## src/rtl/led_seq_ctrl.sv

```systemverilog
// LED position sequencer: prescaled or manual stepping of a 3-bit position code
// in up, down, ping-pong or hold mode, with a one-cycle strobe per position change.
module led_seq_ctrl #(
  parameter int unsigned CNT_MAX = 24_999_999
) (
  input  logic       sys_clk,
  input  logic       sys_rst,
  input  logic       run,
  input  logic [1:0] dir_mode,
  input  logic       step_req,
  output logic [2:0] sel,
  output logic       step_pulse,
  output logic       pp_dir
);

  localparam int unsigned CNT_W = (CNT_MAX > 0) ? $clog2(CNT_MAX + 1) : 1;
  localparam logic [CNT_W-1:0] CNT_TOP = CNT_W'(CNT_MAX);

  localparam logic [1:0] MODE_UP   = 2'b00;
  localparam logic [1:0] MODE_DOWN = 2'b01;
  localparam logic [1:0] MODE_PP   = 2'b10;

  typedef enum logic {
    S_IDLE = 1'b0,
    S_RUN  = 1'b1
  } state_t;

  state_t           state;
  state_t           state_nxt;
  logic [CNT_W-1:0] cnt;
  logic [CNT_W-1:0] cnt_nxt;
  logic             advance;
  logic [2:0]       sel_nxt;
  logic             pp_nxt;
  logic             pulse_nxt;

  // State register
  always_ff @(posedge sys_clk or posedge sys_rst) begin
    if (sys_rst) begin
      state <= S_IDLE;
    end else begin
      state <= state_nxt;
    end
  end

  // Next-state logic: the run level alone selects the state
  always_comb begin
    state_nxt = state;
    case (state)
      S_IDLE:  if (run)  state_nxt = S_RUN;
      S_RUN:   if (!run) state_nxt = S_IDLE;
      default: state_nxt = S_IDLE;
    endcase
  end

  // Advance event and prescaler next value; a step_req coinciding with run is dropped
  always_comb begin
    advance = 1'b0;
    cnt_nxt = '0;
    case (state)
      S_IDLE: begin
        advance = step_req && !run;
      end
      S_RUN: begin
        advance = (cnt == CNT_TOP);
        if (run && (cnt != CNT_TOP)) begin
          cnt_nxt = cnt + CNT_W'(1);
        end
      end
      default: begin
        advance = 1'b0;
        cnt_nxt = '0;
      end
    endcase
  end

  // Position update; ping-pong bounces off the ends without repeating them
  always_comb begin
    sel_nxt = sel;
    pp_nxt  = (dir_mode == MODE_PP) ? pp_dir : 1'b0;
    if (advance) begin
      case (dir_mode)
        MODE_UP:   sel_nxt = sel + 3'd1;
        MODE_DOWN: sel_nxt = sel - 3'd1;
        MODE_PP: begin
          if (!pp_dir) begin
            if (sel == 3'd7) begin
              sel_nxt = 3'd6;
              pp_nxt  = 1'b1;
            end else begin
              sel_nxt = sel + 3'd1;
            end
          end else begin
            if (sel == 3'd0) begin
              sel_nxt = 3'd1;
              pp_nxt  = 1'b0;
            end else begin
              sel_nxt = sel - 3'd1;
            end
          end
        end
        default:   sel_nxt = sel;
      endcase
    end
    pulse_nxt = advance && (sel_nxt != sel);
  end

  // Datapath registers
  always_ff @(posedge sys_clk or posedge sys_rst) begin
    if (sys_rst) begin
      cnt        <= '0;
      sel        <= 3'd0;
      pp_dir     <= 1'b0;
      step_pulse <= 1'b0;
    end else begin
      cnt        <= cnt_nxt;
      sel        <= sel_nxt;
      pp_dir     <= pp_nxt;
      step_pulse <= pulse_nxt;
    end
  end

endmodule
```

## config.mk

```make
export PLATFORM = sky130hd
export DESIGN_NAME = led_seq_ctrl
export DESIGN_NICKNAME = d
export VERILOG_FILES = /design/src/rtl/led_seq_ctrl.sv
export SDC_FILE = /design/constraint.sdc
export NUM_CORES = 1
export LEC_CHECK = 0
export CAP_MARGIN = 20
export CORE_UTILIZATION = 39
export CTS_BUF_LIST = sky130_fd_sc_hd__clkbuf_4
export DETAILED_ROUTE_END_ITERATION = 10
export PLACE_DENSITY = 0.7
export SLEW_MARGIN = 20
export SYNTH_ARGS = -nofsm -noshare
export SYNTH_HDL_FRONTEND = slang
export SYNTH_SLANG_ARGS = --single-unit
```

## constraint.sdc

```tcl
create_clock -name sys_clk -period 2 [get_ports sys_clk]
set_clock_uncertainty 0.2 [all_clocks]
set_input_delay 0.4 -clock sys_clk [delete_from_list [all_inputs] [get_ports sys_clk]]
set_output_delay 0.4 -clock sys_clk [all_outputs]
set_load 0.03 [all_outputs]
```

==> run_results.csv <==
group,metric,value,unit
outcome,status,"completed",
timing,hold_viol,0,
cells_and_area,final_common_cell,"buf_4",
cells_and_area,multi_input_area,1030,µm²
timing,worst_pin_slew,348,ps
setup_path,cp-end-kind,"flop",
drt,route.vias.total,1511,
synth,synthArstFlopShare,100,%
timing,period_minus_slack,1980,ps
pwr,peakVddDrop,0.458,mV
setup_path,cp.required,2040,ps
cells_and_area,fin_nets,254,
floorplanning,die-area,4940,µm²
timing,fmax,506,MHz
place,hpwl,2.60,mm
place,gp_congestion,0.771,
drt,drc,0,
floorplanning,coreArea,4410,µm²
job,maxCapViolCount,0,
timing,holdWs,175,ps
place,placed_cell_area,2230,µm²
timing,worst_slack,23.8,ps
drt,drt_first_iter_violations,69,
drt,ant_nets,0,
floorplanning,rows,24,
place,dpl_worst_slack,-185,ps
setup_path,arrival,2020,ps
synth,synth_cells,190,
setup_path,critPathLaunchType,"flop",
clock_tree,cts_made_buffers,5,
synth,synth_area,1820,µm²
global_route,grt_max_degree,32,
cells_and_area,fillerInstances,407,
clock_tree,cts.sinks,31,
cells_and_area,antennaDiodeCount,0,
drt,drt-pass1-iter-count,4,
cells_and_area,seq_area,779,µm²
pwr,p_total,1.59,mW
timing,rsz0062_at_grt,"true",
setup_path,cpMaxStageDelayCell,"dfrtp_1",
timing,maxSlewViolCount,0,
drt,wl_per_cell,12.5,µm
setup_path,critPathMaxFanout,2,
clock_tree,ctsHoldBuffers,0,
pwr,power_density,667,nW/µm²
clock_tree,cts_tree,"yes",
clock_tree,cts_root_buf,"clkbuf_4",
cells_and_area,final_util,54.0,%
global_route,grt_pass1_vias,1429,
global_route,overflow,0,
cells_and_area,areaGrowthSynthToFinish,30.9,%
clock_tree,cts.clk_slew.worst_paths,110,ps
clock_tree,clock_path_buffers,2,
global_route,grt_pass1_wl,6.44,mm
timing,slew_headroom,76.7,%
synth,ys_ff_latch,31,
timing,setup_viol,0,
pwr,power_leakage,1.10,nW
synth,ys_seq_area_share,42.6,%
worst_hold_path,hp-class,"in -> async",
cells_and_area,design_area,2380,µm²
timing,min_period_over_period,98.8,%
cells_and_area,drive_above_1_share,27.3,%
place,port_buffers,10,
global_route,antenna_found_initial,0,
synth,yosys.cell_types.count,39,
floorplanning,die_w,70.3,µm
setup_path,critPathTopFamily,"simple AND/OR/NAND/NOR gates",
setup_path,setup.worst_path.class,"reg -> reg",
synth,syn_avg_cell_area,9.58,µm²
setup_path,path_cells,"nor4b_2 > nand3b_1 > nor4_4 > buf_4 > mux2i_1 > nor2_1",
drt,drt-total-wl,3.67,mm
synth,yosys_warnings,0,
synth,synth_ff_type,"dfrtp_1",
clock_tree,htreeDepth,2,
clock_tree,clk_latency,340,ps
global_route,grtUsageTotal,16.5,%
drt,via_per_inst,5.14,
cells_and_area,mostFrequentLayoutCells,"buf_4, nor2_1, dfrtp_1",
floorplanning,dieHeight,70.3,µm
synth,syn-num-nets,203,
floorplanning,start_util,41.2,%
setup_path,crit_buf_inv,1,
synth,synth_edf_count,0,
setup_path,critPathMaxStageDelay,410,ps
floorplanning,ios,11,
cells in the mapped netlist, types with 3 or more instances:
cell type  number  area share, %
a21oi_1         4            1.1
and3_1          3            1.0
and4_1          3            1.4
clkbuf_1        3           0.62
dfrtp_1        31             43
ha_1            7            4.8
inv_1           8            1.6
nand2_1        15            3.1
nand3_1        13            3.6
nand4_1         4            1.4
nor2_1         32            6.6
nor3_1          5            1.4
nor4_4          3            3.5
o21ai_0         3           0.82
xnor2_1         8            3.8
xor2_1         18            8.7
metrics by stage:
| step | instances | setup TNS (ps) |
|---|---|---|
| 6_report | 294 | 0 |
| 5_1_grt | 294 | -255 |
| 4_1_cts | 293 | 0 |
| 3_5_place_dp | 281 | -333 |
| 3_3_place_gp | 281 | -166 |
| 2_1_floorplan | 190 | 0 |
timing repair:
item / 4_1_cts / 5_1_grt
resized for setup: 8 / 8
endpoints found under the setup margin: 9 / 31
buffers inserted: 4 / 1
pin swaps: 3 / 3
cell type report:
cell class              count  area share, %
multi-input cells         145           43.1
flip-flops and latches     31           32.7
repair buffers             50           17.8
well taps                  52           2.73
clock buffers               5           1.58
inverters                   8           1.26
clock inverters             3          0.840
cell families after synthesis:
kind of cell    count (synthesis)  share of synthesized area (%)
simple gates                   91                           27.4
compound gates                 18                           6.87
flops                          31                           42.6
mux                             3                           1.92
xor+xnor                       26                           12.5
buf+inv                        14                           3.92
fa+ha+maj                       7                           4.81
worst paths after layout:
kind	from	endpoint	slack, ps	depth (start not counted)
worst min register to register	cnt[14]	cnt[14]	350	2
worst max-delay path	cnt[9]	pp_dir	20	6
min in group sys_clk	cnt[14]	cnt[14]	350	2
worst max register to register	cnt[9]	pp_dir	20	6
max in group asynchronous	sys_rst	cnt[2]	1230	3
worst min-delay path	sys_rst	cnt[12]	170	3
metal layers:
layer,GRT usage (%),vias to the layer above,share of wire [%]
met5,0,-,0
met4,7.33,0,2.3
met3,3.90,8,2.2
met2,26.8,14,47
met1,20.6,735,48
li1,-,754,-
report_power, final:
| group | total, mW | switching, mW | internal (mW) |
|---|---|---|---|
| clock network | 0.361 | 0.227 | 0.134 |
| registers | 0.704 | 0.0462 | 0.658 |
| logic | 0.525 | 0.268 | 0.257 |
| total | 1.59 | 0.541 | 1.05 |
sequential cells by signal, summed over array words and instances (netlist names):
name        count
cnt            25
sel             3
pp_dir          1
state           1
step_pulse      1
worst reg2reg max path, cell delays in order (launching register included):
cell	delay [ps]
dfrtp_1	410
nor4b_2	280
nand3b_1	160
nor4_4	360
buf_4	190
mux2i_1	230
nor2_1	70
Note: power is estimated with default switching activity, not from simulation.
